==> config.mk <==
export PLATFORM = sky130hd
export DESIGN_NAME = input_skew_feeder_flat
export DESIGN_NICKNAME = d
export VERILOG_FILES = /design/src/rtl/input_skew_feeder_pkg.sv /design/src/rtl/input_skew_feeder_if.sv /design/src/rtl/input_skew_feeder_sync_fifo.sv /design/src/rtl/input_skew_feeder.sv /design/src/flat_wrapper.sv
export SDC_FILE = /design/constraint.sdc
export NUM_CORES = 1
export LEC_CHECK = 0
export ABC_CLOCK_PERIOD_IN_PS = 7450
export CORE_MARGIN = 2
export CORE_UTILIZATION = 55
export DETAILED_ROUTE_END_ITERATION = 8
export DONT_BUFFER_PORTS = 1
export HOLD_SLACK_MARGIN = 0.08
export PLACE_DENSITY = 0.81
export SYNTH_ARGS = -nofsm -noshare
export SYNTH_HDL_FRONTEND = slang
export SYNTH_SLANG_ARGS = --single-unit
==> constraint.sdc <==
create_clock -name clk -period 7.45 [get_ports clk]
set_input_delay 0.745 -clock clk [delete_from_list [all_inputs] [get_ports clk]]
set_output_delay 0.745 -clock clk [all_outputs]
set_load 0.02 [all_outputs]
==> src/rtl/input_skew_feeder_pkg.sv <==
// input_skew_feeder_pkg
//   Shared types for the systolic-array input skew feeder.
//   feeder_state_t : feeder FSM state encoding (IDLE / STREAM / DRAIN).
//   The per-lane activation type is declared in the top module as lane_t.
//   Its width comes from the top's DATA_WIDTH parameter, and a package
//   cannot take that parameter.
package input_skew_feeder_pkg;

  typedef enum logic [1:0] {
    ST_IDLE   = 2'd0,
    ST_STREAM = 2'd1,
    ST_DRAIN  = 2'd2
  } feeder_state_t;

endpackage

==> src/rtl/input_skew_feeder_if.sv <==
// input_skew_feeder_if
//   Vector-in / skewed-lanes-out bundle for input_skew_feeder.
//   Upstream : in_valid, in_ready, in_data, in_last
//   Control  : run, flush
//   Array    : lane_valid, lane_data, busy, done
//   underrun_cnt exists only when FEEDER_STATS_EN is defined.
//   master = feeder user (drives upstream/control), slave = the feeder.
interface input_skew_feeder_if #(
  parameter int DATA_WIDTH = 16,
  parameter int NUM_LANES  = 2
);
  logic                            in_valid;
  logic                            in_ready;
  logic [NUM_LANES*DATA_WIDTH-1:0] in_data;
  logic                            in_last;
  logic                            run;
  logic                            flush;
  logic [NUM_LANES-1:0]            lane_valid;
  logic [NUM_LANES*DATA_WIDTH-1:0] lane_data;
  logic                            busy;
  logic                            done;
`ifdef FEEDER_STATS_EN
  logic [15:0]                     underrun_cnt;

  modport master (
    output in_valid, in_data, in_last, run, flush,
    input  in_ready, lane_valid, lane_data, busy, done, underrun_cnt
  );
  modport slave (
    input  in_valid, in_data, in_last, run, flush,
    output in_ready, lane_valid, lane_data, busy, done, underrun_cnt
  );
`else
  modport master (
    output in_valid, in_data, in_last, run, flush,
    input  in_ready, lane_valid, lane_data, busy, done
  );
  modport slave (
    input  in_valid, in_data, in_last, run, flush,
    output in_ready, lane_valid, lane_data, busy, done
  );
`endif
endinterface

==> src/rtl/input_skew_feeder_sync_fifo.sv <==
// sync_fifo
//   Single-clock FIFO with registered pointers and a combinational head.
//   clk, rst_n : clock, async active-low reset
//   clr        : synchronous empty (pointers to 0)
//   push, pop  : ignored when full / empty respectively
//   wr_data    : write word; rd_data : current head word (valid when !empty)
//   full, empty: status derived from pointers only, so there is no bypass
//   DEPTH must be a power of two >= 2.
module sync_fifo #(
  parameter int WIDTH = 8,
  parameter int DEPTH = 4
) (
  input  logic             clk,
  input  logic             rst_n,
  input  logic             clr,
  input  logic             push,
  input  logic             pop,
  input  logic [WIDTH-1:0] wr_data,
  output logic [WIDTH-1:0] rd_data,
  output logic             full,
  output logic             empty
);
  localparam int AW = $clog2(DEPTH);
  localparam int PW = AW + 1;

  // Extra MSB on each pointer distinguishes full from empty.
  logic [PW-1:0]    wr_ptr, rd_ptr;
  logic [WIDTH-1:0] mem [DEPTH];
  logic             do_push, do_pop;

  assign do_push = push && !full;
  assign do_pop  = pop && !empty;
  assign empty   = (wr_ptr == rd_ptr);
  assign full    = (wr_ptr[AW] != rd_ptr[AW]) && (wr_ptr[AW-1:0] == rd_ptr[AW-1:0]);
  assign rd_data = mem[rd_ptr[AW-1:0]];

  always_ff @(posedge clk or negedge rst_n) begin
    if (!rst_n) begin
      wr_ptr <= '0;
      rd_ptr <= '0;
    end else if (clr) begin
      wr_ptr <= '0;
      rd_ptr <= '0;
    end else begin
      wr_ptr <= wr_ptr + PW'(do_push);
      rd_ptr <= rd_ptr + PW'(do_pop);
    end
  end

  always_ff @(posedge clk) begin
    if (do_push) mem[wr_ptr[AW-1:0]] <= wr_data;
  end
endmodule

==> src/rtl/input_skew_feeder.sv <==
// input_skew_feeder
//   Buffers activation vectors and feeds them into a systolic array with a
//   diagonal skew: lane i of a popped vector appears i+1 cycles after pop.
//   clk, rst_n : clock, async active-low reset
//   bus        : input_skew_feeder_if.slave (in_valid/in_ready/in_data/in_last,
//                run, flush, lane_valid, lane_data, busy, done[, underrun_cnt])
//   Optional: FEEDER_STATS_EN adds underrun_cnt (STREAM cycles with run=1 and
//   the FIFO empty, saturating, cleared by reset or flush).
module input_skew_feeder
  import input_skew_feeder_pkg::*;
#(
  parameter int DATA_WIDTH = 16,
  parameter int NUM_LANES  = 2,
  parameter int FIFO_DEPTH = 4
) (
  input logic                  clk,
  input logic                  rst_n,
  input_skew_feeder_if.slave   bus
);
  localparam int VEC_W = NUM_LANES * DATA_WIDTH;
  localparam int CNT_W = (NUM_LANES > 1) ? $clog2(NUM_LANES) : 1;

  typedef logic signed [DATA_WIDTH-1:0] lane_t;

  feeder_state_t state_q, state_d;
  logic [CNT_W-1:0] drain_q, drain_d;
  logic             fifo_full, fifo_empty;
  logic             push, pop;
  logic [VEC_W:0]   fifo_rd;   // {last, vector}
  logic             head_last;

  logic [NUM_LANES-1:0]                 lv;
  logic [NUM_LANES-1:0][DATA_WIDTH-1:0] ld;

  // A push in a flush cycle is dropped.
  assign push      = bus.in_valid && !fifo_full && !bus.flush;
  assign pop       = (state_q == ST_IDLE || state_q == ST_STREAM) && bus.run &&
                     !fifo_empty && !bus.flush;
  assign head_last = fifo_rd[VEC_W];

  assign bus.in_ready = !fifo_full;
  assign bus.busy     = (state_q != ST_IDLE);
  // drain_q hits 0 in the cycle the last lane's final element is on the output.
  assign bus.done     = (state_q == ST_DRAIN) && (drain_q == '0);

  sync_fifo #(
    .WIDTH(VEC_W + 1),
    .DEPTH(FIFO_DEPTH)
  ) u_fifo (
    .clk     (clk),
    .rst_n   (rst_n),
    .clr     (bus.flush),
    .push    (push),
    .pop     (pop),
    .wr_data ({bus.in_last, bus.in_data}),
    .rd_data (fifo_rd),
    .full    (fifo_full),
    .empty   (fifo_empty)
  );

  always_comb begin
    state_d = state_q;
    drain_d = drain_q;
    case (state_q)
      // IDLE pops in the same cycle it leaves. A single-vector tile goes
      // straight to DRAIN.
      ST_IDLE, ST_STREAM: begin
        if (pop) begin
          if (head_last) begin
            state_d = ST_DRAIN;
            drain_d = CNT_W'(NUM_LANES - 1);
          end else begin
            state_d = ST_STREAM;
          end
        end
      end
      ST_DRAIN: begin
        if (drain_q == '0) state_d = ST_IDLE;
        else               drain_d = drain_q - CNT_W'(1);
      end
      default: state_d = ST_IDLE;
    endcase
    if (bus.flush) begin
      state_d = ST_IDLE;
      drain_d = '0;
    end
  end

  always_ff @(posedge clk or negedge rst_n) begin
    if (!rst_n) begin
      state_q <= ST_IDLE;
      drain_q <= '0;
    end else begin
      state_q <= state_d;
      drain_q <= drain_d;
    end
  end

  // Lane i gets an (i+1)-deep chain. Stage 0 loads on pop, or loads a bubble
  // (valid 0, data 0) otherwise. The chains keep shifting in every state.
  for (genvar i = 0; i < NUM_LANES; i++) begin : g_lane
    lane_t         head;
    logic  [i:0]   vld_pipe;
    lane_t [i:0]   dat_pipe;

    assign head = fifo_rd[i*DATA_WIDTH +: DATA_WIDTH];

    always_ff @(posedge clk or negedge rst_n) begin
      if (!rst_n) begin
        vld_pipe <= '0;
        dat_pipe <= '0;
      end else if (bus.flush) begin
        vld_pipe <= '0;
        dat_pipe <= '0;
      end else begin
        vld_pipe[0] <= pop;
        dat_pipe[0] <= pop ? head : '0;
        for (int k = 1; k <= i; k++) begin
          vld_pipe[k] <= vld_pipe[k-1];
          dat_pipe[k] <= dat_pipe[k-1];
        end
      end
    end

    assign lv[i] = vld_pipe[i];
    assign ld[i] = dat_pipe[i];
  end

  assign bus.lane_valid = lv;
  assign bus.lane_data  = ld;

`ifdef FEEDER_STATS_EN
  logic [15:0] underrun_q;

  always_ff @(posedge clk or negedge rst_n) begin
    if (!rst_n) begin
      underrun_q <= '0;
    end else if (bus.flush) begin
      underrun_q <= '0;
    end else if (state_q == ST_STREAM && bus.run && fifo_empty && underrun_q != 16'hFFFF) begin
      underrun_q <= underrun_q + 16'd1;
    end
  end

  assign bus.underrun_cnt = underrun_q;
`endif
endmodule

==> src/flat_wrapper.sv <==
// flat-port wrapper written by rule: the top's interface ports become plain ports
module input_skew_feeder_flat import input_skew_feeder_pkg::*;
#(
  parameter int DATA_WIDTH = 16,
  parameter int NUM_LANES  = 2,
  parameter int FIFO_DEPTH = 4
)
  (clk, rst_n, bus_in_valid, bus_in_data, bus_in_last, bus_run, bus_flush, bus_in_ready, bus_lane_valid, bus_lane_data, bus_busy, bus_done);
  input_skew_feeder_if #(.DATA_WIDTH(DATA_WIDTH), .NUM_LANES(NUM_LANES)) bus_i ();
  input logic clk;
  input logic rst_n;
  input wire logic [$bits(bus_i.in_valid)-1:0] bus_in_valid;
  input wire logic [$bits(bus_i.in_data)-1:0] bus_in_data;
  input wire logic [$bits(bus_i.in_last)-1:0] bus_in_last;
  input wire logic [$bits(bus_i.run)-1:0] bus_run;
  input wire logic [$bits(bus_i.flush)-1:0] bus_flush;
  output wire logic [$bits(bus_i.in_ready)-1:0] bus_in_ready;
  output wire logic [$bits(bus_i.lane_valid)-1:0] bus_lane_valid;
  output wire logic [$bits(bus_i.lane_data)-1:0] bus_lane_data;
  output wire logic [$bits(bus_i.busy)-1:0] bus_busy;
  output wire logic [$bits(bus_i.done)-1:0] bus_done;
  assign bus_i.in_valid = bus_in_valid;
  assign bus_i.in_data = bus_in_data;
  assign bus_i.in_last = bus_in_last;
  assign bus_i.run = bus_run;
  assign bus_i.flush = bus_flush;
  assign bus_in_ready = bus_i.in_ready;
  assign bus_lane_valid = bus_i.lane_valid;
  assign bus_lane_data = bus_i.lane_data;
  assign bus_busy = bus_i.busy;
  assign bus_done = bus_i.done;
  input_skew_feeder #(.DATA_WIDTH(DATA_WIDTH), .NUM_LANES(NUM_LANES), .FIFO_DEPTH(FIFO_DEPTH)) u_core (.clk(clk), .rst_n(rst_n), .bus(bus_i));
endmodule
# Word-level counts from Yosys, hierarchy flattened
# Memory sizes are Yosys's and may differ from the RTL's.
# Index checks and enable logic that the tools add are counted.
[totals]
reg_bits = 60
ram_bits = 132
inputBits = 38
output_inout_bits = 37
wordCells = 61
n_memories = 1
[mem_list]
columns = ["memory", "words", "word_bits", "rd", "rd_clocked_by_memory_dff", "write_ports", "line", "rtl"]
rows = [
  ["u_core.u_fifo.mem", 4, 33, 1, 0, 1, "input_skew_feeder_sync_fifo.sv:28", "logic [WIDTH-1:0] mem [DEPTH];"],
]
[op_classes]
add_sub_neg = 3
eq_ne = 8
muxes = 20
n_bitwise = 1
n_reduce_logical = 19
[op_table]
columns = ["cell", "n"]
rows = [
  ["$mux 16", 3],
  ["$mux 32", 1],
  ["$mux 2", 5],
  ["$logic_and 1x1->1", 9],
  ["$mux 1", 7],
  ["$add 3x1->3", 2],
  ["$mux 3", 2],
  ["$ne 3x2->1 const B", 2],
  ["$pmux 2 s2", 1],
  ["$eq 3x3->1", 1],
  ["$logic_not 1->1", 3],
  ["$ne 3x3->1 const B", 1],
  ["$reduce_and 3->1", 1],
  ["$reduce_bool 3->1", 1],
  ["$eq 2x1->1 const B", 1],
  ["$eq 2x2->1", 1],
  ["$eq 2x2->1 const B", 1],
  ["$logic_not 2->1", 1],
  ["$pmux 1 s2", 1],
  ["$reduce_and 2->1", 1],
  ["$reduce_bool 2->1", 1],
  ["$reduce_or 2->1", 1],
  ["$logic_or 1x1->1", 1],
  ["$ne 1x1->1", 1],
  ["2 further kinds", 2],
]

# Logic depth before layout (Yosys ltp)
# Gate-level depths: netlist of the first run.
[depth]
word_depth = 8
depth_mapped = 9
ltp_nobuf = 7

# By module
# A second synthesis of the first run with hierarchy kept.
[hier_totals]
cells_unflattened = 349
hier_area_um2 = 7131.8
[by_module_without_submodules]
columns = ["mod", "instances", "cells_each", "area_per_inst_um2", "seq_area_each_um2"]
rows = [
  ["sync_fifo", 1, 210, 5198.7, 4113.9],
  ["input_skew_feeder", 1, 139, 1933.1, 1326.3],
]

# Least setup slack after synthesis of the first run
# Ideal clock, no wire load.
[synth_path]
path_type = "input-to-reg"
start = "in bus_flush"
end = "mem u_core.u_fifo.mem[2][0] in the netlist's numbering, enable pin"
setup_time_ps = 465
t_arrival_ps = 3260
required_ps = 6985
slack_ps = 3726
stages = 3
cell_sequence = "inv_1 o311ai_2 nor3_1"
[synth_between]
elab_chain_len = 5
[synth_rtl]
columns = ["item", "line", "rtl"]
rows = [
  ["start: declaration", "flat_wrapper.sv:16", "input wire logic [$bits(bus_i.flush)-1:0] bus_flush;"],
  ["$logic_not 1->1", "input_skew_feeder.sv:36", "assign push = bus.in_valid && !fifo_full && !bus.flush;"],
  ["$logic_and 1x1->1", "input_skew_feeder.sv:36", ""],
  ["$logic_and 1x1->1", "input_skew_feeder_sync_fifo.sv:31", "assign do_push = push && !full;"],
  ["$mux 1", "input_skew_feeder_sync_fifo.sv:51", "if (do_push) mem[wr_ptr[AW-1:0]] <= wr_data;"],
  ["$mux 1 (implied by the code)", "input_skew_feeder_sync_fifo.sv:51", ""],
  ["end: declaration", "input_skew_feeder_sync_fifo.sv:28", ""],
]
# Every way passes these cells.

# Final worst setup path of the first run
[layout_path]
start = "reg u_core.u_fifo.rd_ptr[1]"
end = "out bus_in_ready"
[layout_between]
elab_chain_len = 3
[layout_rtl]
columns = ["item", "line", "rtl"]
rows = [
  ["start: declaration", "input_skew_feeder_sync_fifo.sv:27", "logic [PW-1:0] wr_ptr, rd_ptr;"],
  ["start signal: assignment", "input_skew_feeder_sync_fifo.sv:46", "rd_ptr <= rd_ptr + PW'(do_pop);"],
  ["$eq 2x2->1", "input_skew_feeder_sync_fifo.sv:34", "assign full = (wr_ptr[AW] != rd_ptr[AW]) && (wr_ptr[AW-1:0] == rd_ptr[AW-1:0]);"],
  ["$logic_and 1x1->1", "input_skew_feeder_sync_fifo.sv:34", ""],
  ["$logic_not 1->1", "input_skew_feeder.sv:41", "assign bus.in_ready = !fifo_full;"],
  ["end: declaration", "flat_wrapper.sv:17", "output wire logic [$bits(bus_i.in_ready)-1:0] bus_in_ready;"],
]
# Every way passes these cells.

==> results.md, run 1 <==
* Power share of the clock group at 45.0%
* Final worst setup slack at 4490 ps
* Via-to-Cell Ratio at 5.52
* Total power divided by cell area at between 200 and 300 mW/mm^2
* First drt pass iteration count at 4
* Rel. slew slack at between 30% and 40%
* Critical path launch point type: flip-flop
* Share of total power in sequential cells at 51.7%
* Area used by multi-input combinational logic at about 0.0014 mm^2
* # placed instances at 495
* Clock slew at the register clock pins of the worst setup and hold paths at 70 ps
* Nets at 385
* Global-route track usage on met2 at 31.6%
* Max Clock Skew at 8.71 ps
* Initial standard-cell utilization of the core at between 50% and 60%
* Global-route met3 utilization at approximately 8.0%
* Largest net degree at the start of global routing at 60
* Most Crowded Layer GR: met2
* Starting DRT DRC Count at around 180
* Max FO, Critical Path at 37
* Total of max-cap violations at 0
* Total global routing overflow at 0
* Number of antenna violations at the first check in global routing at 0
* Residual DRC at 0
* Antenna diode instance count at 0
* Port Buf Inserts at 0
* P&R area growth vs syn at 11.0%
* Maximum achievable frequency at 338 MHz
* Period utilization at 39.7%
* Number of warnings printed during yosys synthesis at 0
* Peak supply drop at 0.205 mV
* CTS-repair resized insts at 0
* Number of distinct library cell variants in the gate-level netlist after synthesis at 27
* Wire length of the first global-routing pass at 18200 um
* Number of top-level pins at 75
* Slew Limit Fails at 0
* Die area at 0.0137 mm^2
* Arrival time worst endpoint at roughly 2200 ps
* Detailed-route wire length at 11800 um
* Last weighted congestion value of the routability-driven placer at roughly 0.66
* Insertion delay of the later-clocked pin in the worst-skew pair at 430 ps
* CTS tree: done
* TritonCTS sink count at 191
* NetSw at 447 uW
* Mean routed wirelength per cell at 22.4 um
* Sequential-to-total area share from yosys stat at around 77%
* Crit path max-delay family: flip-flops
* Worst hold-check path type: input pin to asynchronous set/reset pin
* Num rows at 41
* Post-route insts no fill at around 530
* Chip Height at 117 um
* Worst stage delay on the critical path at 1000 ps
* Post-Synthesis Cells at ~350
* RSZ-0062 raised after global routing: false
* List of cells traversed by the critical path: xor2_2 -> or3_1
* Met1 global-route usage at 22.5%
* Vias in the first global route at about 3100
* Final Critical Period at 2960 ps
* Area of the core at about 0.013 mm^2
* Post-route total power at roughly 2300 uW
* Gr usage total at 19.3%
* Combinational share of power at 3.3%
* Syn_area_per_cell at 20.3 um^2
* Final-report hold violation count at 0
* Critical Setup Path Class: flip-flop to primary output
* Dpl ws at 4610 ps
* Flip-flop and latch count after synthesis at 191
* Total via count after detailed routing at 2913
* Type of element capturing the critical path: primary output
* Clock H-tree levels at 4
* Clk buf depth at 2
* Chip width at between 100 and 150 um
* Register-to-register setup slack at 4600 ps
* Storage cell area at approximately 0.0054 mm^2
* Count of final setup violators at 0
* Filler Cells Inserted at ~800
* Fraction of layout instances using a drive strength above 1 at 23.6%
* Leakage power figure at between 0.002 and 0.003 uW
* Synthesized area at 0.00705 mm^2
* Total negative slack for setup checks at 0 ps
* Actual slew at the worst max-slew pin at 959 ps
* Number of buffer and inverter stages on the critical path at 0
* Net Count, Synth at 389
* Required time at the endpoint of the critical path at 6700 ps
* Antenna violation net count after detailed routing at 0
* Final hold slack at 191 ps
* Switching fraction of total power at 19.6%
* Cell type of the slowest stage on the worst timing path: sky130_fd_sc_hd__dfrtp_2
* Run status: finished, final reports clean
* HPWL Detailed at 6420 um
* CTS buffer count at 17
* Cell chosen for the clock root: sky130_fd_sc_hd__clkbuf_16
* Cell-internal power at roughly 1800 uW
-- synthesized netlist by cell type --
| library cell | n | area share [%] |
|---|---|---|
| sky130_fd_sc_hd__buf_6 | 2 | 0.32 |
| sky130_fd_sc_hd__buf_4 | 23 | 2.5 |
| sky130_fd_sc_hd__nor2b_1 | 53 | 4.7 |
| sky130_fd_sc_hd__nand3_1 | 1 | 0.071 |
| sky130_fd_sc_hd__clkbuf_1 | 4 | 0.21 |
| sky130_fd_sc_hd__or2_2 | 1 | 0.089 |
| sky130_fd_sc_hd__xor2_1 | 1 | 0.12 |
| sky130_fd_sc_hd__or3_1 | 1 | 0.089 |
| sky130_fd_sc_hd__o22ai_1 | 1 | 0.089 |
| sky130_fd_sc_hd__o21ai_1 | 1 | 0.071 |
| sky130_fd_sc_hd__xnor2_1 | 3 | 0.37 |
| sky130_fd_sc_hd__mux4_2 | 33 | 11 |
| sky130_fd_sc_hd__buf_2 | 1 | 0.071 |
| sky130_fd_sc_hd__mux2_2 | 1 | 0.16 |
| sky130_fd_sc_hd__nand2_1 | 2 | 0.11 |
| sky130_fd_sc_hd__inv_1 | 6 | 0.32 |
| sky130_fd_sc_hd__o31ai_1 | 1 | 0.11 |
| sky130_fd_sc_hd__o311ai_2 | 1 | 0.23 |
| sky130_fd_sc_hd__mux2i_1 | 3 | 0.43 |
| sky130_fd_sc_hd__o311ai_4 | 1 | 0.37 |
| sky130_fd_sc_hd__nor3_1 | 4 | 0.28 |
| sky130_fd_sc_hd__dfrtp_1 | 59 | 21 |
| sky130_fd_sc_hd__nor2_1 | 4 | 0.21 |
| sky130_fd_sc_hd__edfxtp_1 | 132 | 56 |
| sky130_fd_sc_hd__ha_1 | 4 | 0.71 |
| sky130_fd_sc_hd__nand2b_1 | 2 | 0.18 |
| sky130_fd_sc_hd__xor2_2 | 2 | 0.46 |
-- final cells by class --
cell class | count | area share, %
well taps | 172 | 2.75
clock inverters | 15 | 3.28
inverters | 6 | 0.288
flip-flops and latches | 191 | 69.6
multi-input cells | 120 | 17.7
clock buffers | 17 | 5.44
repair buffers | 7 | 0.928
-- metal layers --
metal / up-vias / routed length, um
met2: 101 / 6220
met3: 19 / 860
li1: 1269 / -
met4: 0 / 286
met5: - / 0
met1: 1524 / 4440
-- registers in the layout, indices dropped and copies added, names as in the netlist --
register                flops
u_core.bus.lane_data       16
u_core.g_lane.dat_pipe     32
u_core.drain_q              1
u_core.u_fifo.rd_ptr        3
u_core.u_fifo.wr_ptr        3
u_core.u_fifo.mem         132
u_core.state_q              2
u_core.g_lane.vld_pipe      2
-- worst paths after layout --
kind / startpoint / endpoint / depth (start not counted)
max: u_core.u_fifo.rd_ptr[1]$_DFF_PN0_ / bus_in_ready / 2
min: rst_n / u_core.g_lane[0].dat_pipe[5]$_DFF_PN0_ / 1
max reg2reg: u_core.u_fifo.rd_ptr[1]$_DFF_PN0_ / u_core.u_fifo.rd_ptr[2]$_DFF_PN0_ / 8
min reg2reg: u_core.g_lane[1].dat_pipe[7]$_DFF_PN0_ / u_core.bus.lane_data[23]$_DFF_PN0_ / 1
max in group asynchronous: rst_n / u_core.u_fifo.rd_ptr[0]$_DFF_PN0_ / 1
min in group clk: bus_flush / u_core.g_lane[1].vld_pipe[1]$_DFF_PN0_ / 1
-- power by group through the flow --
stage               registers [uW]  clock network (uW)  logic (uW)
floorplan                     1200                   0        63.8
CTS                           1180                1040        76.8
finish                        1180                1030        74.7
detailed placement            1200                   0        67.4
global route                  1180                1090        82.6
global placement              1200                   0        65.8
-- cells in the final DEF, fill, tap and decap left out, types with 3 or more instances in the layout --
cell type	count
sky130_fd_sc_hd__inv_1	6
sky130_fd_sc_hd__nor2b_1	53
sky130_fd_sc_hd__mux2i_1	3
sky130_fd_sc_hd__bufinv_16	6
sky130_fd_sc_hd__clkinv_4	3
sky130_fd_sc_hd__clkbuf_16	17
sky130_fd_sc_hd__mux4_2	33
sky130_fd_sc_hd__dfrtp_1	57
sky130_fd_sc_hd__xnor2_1	3
sky130_fd_sc_hd__ha_1	4
sky130_fd_sc_hd__nor3_2	4
sky130_fd_sc_hd__edfxtp_1	132
sky130_fd_sc_hd__nor2_1	4
sky130_fd_sc_hd__inv_6	3
sky130_fd_sc_hd__buf_4	6
-- stage by stage --
stage / instance area, um^2 / utilization, %
after floorplan: 7050 / -
after global placement: 7110 / 56.6
after detailed placement: 7110 / 56.6
after CTS: 7820 / 62.2
after global routing: 7820 / 62.2
final: 7820 / 62.2
-- timing repair --
item,in CTS,in global routing
buffers inserted,0,0
hold endpoints to repair,59,0
hold buffers,1,0
-- cells by family (layout without fill, tap and decap cells) --
group / after synthesis / count (layout) / share of synthesized area [%]
buffers and inverters: 36 / 45 / 3.37
adders and majority gates: 4 / 4 / 0.710
DFF: 191 / 191 / 77.2
xor gates and xnor gates: 6 / 6 / 0.959
and+or+nand+nor: 68 / 68 / 5.74
muxes: 37 / 37 / 11.1
AOI/OAI and AO/OA: 5 / 5 / 0.870
Power figures use the tool's default switching activity.
==> inputs of run 2 (changes only) <==
--- a/config.mk
+++ b/config.mk
@@ -5,13 +5,13 @@
 export SDC_FILE = /design/constraint.sdc
 export NUM_CORES = 1
 export LEC_CHECK = 0
-export ABC_CLOCK_PERIOD_IN_PS = 7450
+export ABC_CLOCK_PERIOD_IN_PS = 2640
 export CORE_MARGIN = 2
 export CORE_UTILIZATION = 55
 export DETAILED_ROUTE_END_ITERATION = 8
 export DONT_BUFFER_PORTS = 1
 export HOLD_SLACK_MARGIN = 0.08
-export PLACE_DENSITY = 0.81
+export PLACE_DENSITY = 0.84
 export SYNTH_ARGS = -nofsm -noshare
 export SYNTH_HDL_FRONTEND = slang
 export SYNTH_SLANG_ARGS = --single-unit
==> constraint.sdc (replaced) <==
create_clock -name clk -period 2.64 [get_ports clk]
set_input_delay 0.264 -clock clk [delete_from_list [all_inputs] [get_ports clk]]
set_output_delay 0.264 -clock clk [all_outputs]
set_load 0.02 [all_outputs]
==> results.md, run 2 (synthesized netlist as in run 1, its figures left out) <==
* Cell type of the slowest stage on the worst timing path: sky130_fd_sc_hd__dlygate4sd3_1
* Insertion delay of the later-clocked pin in the worst-skew pair at 430 ps (about the same)
* Most frequent standard cell in the layout excluding fill and tap cells: sky130_fd_sc_hd__edfxtp_1
* Most Crowded Layer GR: met2
* Chip width at 117 um (unchanged)
* Vias in the first global route at 3142 (-0.064%)
* CTS tree: done
* Total power divided by cell area at 748 mW/mm^2 (+160%)
* Highest-count cells in the layout ignoring fill and taps: 132 x sky130_fd_sc_hd__edfxtp_1, 57 x sky130_fd_sc_hd__dfrtp_1, 53 x sky130_fd_sc_hd__nor2b_1, 36 x sky130_fd_sc_hd__dlygate4sd3_1, 33 x sky130_fd_sc_hd__mux4_2
* Switching fraction of total power at 20.6% (+1.0 points)
* Share of total power in sequential cells at 54.4% (+2.7 points)
* Rel. slew slack at 36.0% (-0.095 points)
* Register-to-register setup slack at 590 ps (-4010 ps)
* Combinational share of power at 4.7% (+1.4 points)
* Worst reg-to-reg path cell count at 7 (-1)
* Final Critical Period at 2400 ps
* Hold Path Cell Cnt at 4
* Number of antenna violations at the first check in global routing at 0 (unchanged)
* List of cells traversed by the critical path: dlygate4sd3_1 -> inv_1 -> o311ai_2 -> buf_4 -> inv_1 -> ha_1 -> ha_1 -> nor2b_1
* Required time at the endpoint of the critical path at 2920 ps (-3780 ps)
* Type of element capturing the critical path: flip-flop
* Chip Height at 117 um (unchanged)
* HPWL Detailed at 6330 um (-1.3%)
* Die area at 0.0137 mm^2 (unchanged)
* Clock slew at the register clock pins of the worst setup and hold paths at 70 ps (about the same)
* Area used by multi-input combinational logic at 0.00141 mm^2 (+1.8%)
* TritonCTS sink count at 191 (unchanged)
* Cell chosen for the clock root: sky130_fd_sc_hd__clkbuf_16
* Port Buf Inserts at 0 (unchanged)
* RSZ-0062 raised after global routing: false
* Antenna diode instance count at 0 (unchanged)
* Maximum achievable frequency at roughly 420 MHz
* Gr usage total at 18.0% (-1.3 points)
* Leakage power figure at 0.00295 uW (+4.6%)
* Storage cell area at 0.00544 mm^2 (unchanged)
* Slew Limit Fails at 0 (unchanged)
* Total global routing overflow at 0 (unchanged)
* Via-to-Cell Ratio at 5.34 (-3.2%)
* Count of final setup violators at 0 (unchanged)
* Arrival time worst endpoint at 2680 ps (+470 ps)
* Antenna violation net count after detailed routing at 0 (unchanged)
* Global-route track usage on met2 at 28.3% (-3.3 points)
* Detailed-route wire length at 11300 um (-4.4%)
* Clock H-tree levels at 4 (unchanged)
* Period utilization at 91.0%
* Peak supply drop at 0.499 mV (+140%)
* Max FO, Critical Path at 25 (-32%)
* Initial standard-cell utilization of the core at 56.1% (unchanged)
* Number of top-level pins at 75 (unchanged)
* Actual slew at the worst max-slew pin at 957 ps (-1.74 ps)
* Met1 global-route usage at 22.4% (-0.042 points)
* Max reg flops at 132 (unchanged)
* NetSw at 1260 uW (+180%)
* Final-report hold violation count at 0 (unchanged)
* CTS-repair resized insts at 0 (unchanged)
* Worst hold-check path type: input pin to flip-flop
* CTS buffer count at 17 (unchanged)
* First drt pass iteration count at 5 (+1)
* Starting DRT DRC Count at 193 (+9.7%)
* Largest net degree at the start of global routing at 60 (unchanged)
* Total via count after detailed routing at 3028 (+3.9%)
* Wire length of the first global-routing pass at 17300 um (-5.1%)
* Run status: finished, final reports clean
* Final standard cell utilization of the core at 65.1% (+2.9 points)
* Total negative slack for setup checks at 0 ps (unchanged)
* Critical Setup Path Class: input pin to flip-flop
* Total of max-cap violations at 0 (unchanged)
* Area of the core at 0.0126 mm^2 (unchanged)
* Residual DRC at 0 (unchanged)
* Clk buf depth at 2 (unchanged)
* Mean routed wirelength per cell at 19.9 um (-11%)
* Nets at 424 (+10%)
* Fraction of layout instances using a drive strength above 1 at 21.8% (-1.8 points)
* Max Clock Skew at 9.26 ps (+0.556 ps)
* Num rows at 41 (unchanged)
* Power share of the clock group at 40.9% (-4.1 points)
* Filler Cells Inserted at 813 (-1.3%)
* P&R area growth vs syn at 16.1%
* Global-route met3 utilization at 7.31% (-0.72 points)
* Cell-internal power at 4860 uW (+160%)
* Worst stage delay on the critical path at 1160 ps (+160 ps)
* Last weighted congestion value of the routability-driven placer at 0.715 (+8.4%)
* Critical path launch point type: input pin
-- run 2: final timing paths --
path                                                        start                            endpoint
hold / removal                                            bus_run   u_core.u_fifo.rd_ptr[0]$_DFF_PN0_
max in group asynchronous                                   rst_n   u_core.u_fifo.rd_ptr[1]$_DFF_PN0_
hold reg to reg            u_core.g_lane[1].dat_pipe[0]$_DFF_PN0_  u_core.bus.lane_data[16]$_DFF_PN0_
min in group asynchronous                                   rst_n  u_core.bus.lane_data[25]$_DFF_PN0_
setup / recovery                                        bus_flush   u_core.u_fifo.wr_ptr[1]$_DFF_PN0_
setup reg to reg                u_core.u_fifo.wr_ptr[1]$_DFF_PN0_   u_core.u_fifo.wr_ptr[1]$_DFF_PN0_
-- run 2: what timing repair did --
action | in CTS | in global routing
buffers inserted | 0 | 0
hold endpoints to repair | 217 | 0
hold buffers | 37 | 0
-- run 2: per-stage QoR --
step	total power [uW]	area, um^2	hold WS (ps)	worst slack [ps]	cells
2_1_floorplan	3560	7070	-31.6	-100	347
3_3_place_gp	3580	7200	-30.5	708	498
3_5_place_dp	3590	7200	-30.7	652	498
4_1_cts	6180	8180	236	228	567
5_1_grt	6310	8180	299	94.8	567
6_report	6120	8180	260	239	567
-- run 2: critical path: cells and delay by family --
kind	cells	cell delay (ps)
compound gates	1	120
buf+inv	4	1670
simple gates	1	130
fa+ha+maj	2	490
-- run 2: area by class of cell --
type,instances,area share (%)
Inverter,6,0.275
Tap cell,172,2.63
Multi-Input combinational cell,120,17.3
Sequential cell,191,66.5
Timing Repair Buffer,46,6.03
Clock inverter,14,1.91
Clock buffer,18,5.37
-- run 2: power groups by stage --
| stage | registers (uW) | clock network (uW) | logic [uW] |
|---|---|---|---|
| 2_1_floorplan | 3370 | 0 | 182 |
| 3_3_place_gp | 3390 | 0 | 195 |
| 3_5_place_dp | 3390 | 0 | 199 |
| 4_1_cts | 3330 | 2560 | 295 |
| 5_1_grt | 3330 | 2670 | 316 |
| 6_report | 3330 | 2500 | 288 |
-- run 2: layer usage --
layer	share of wire, %	vias up
li1	-	1351
met1	41	1581
met2	52	78
met3	5.4	18
met4	2.0	0
met5	0	-
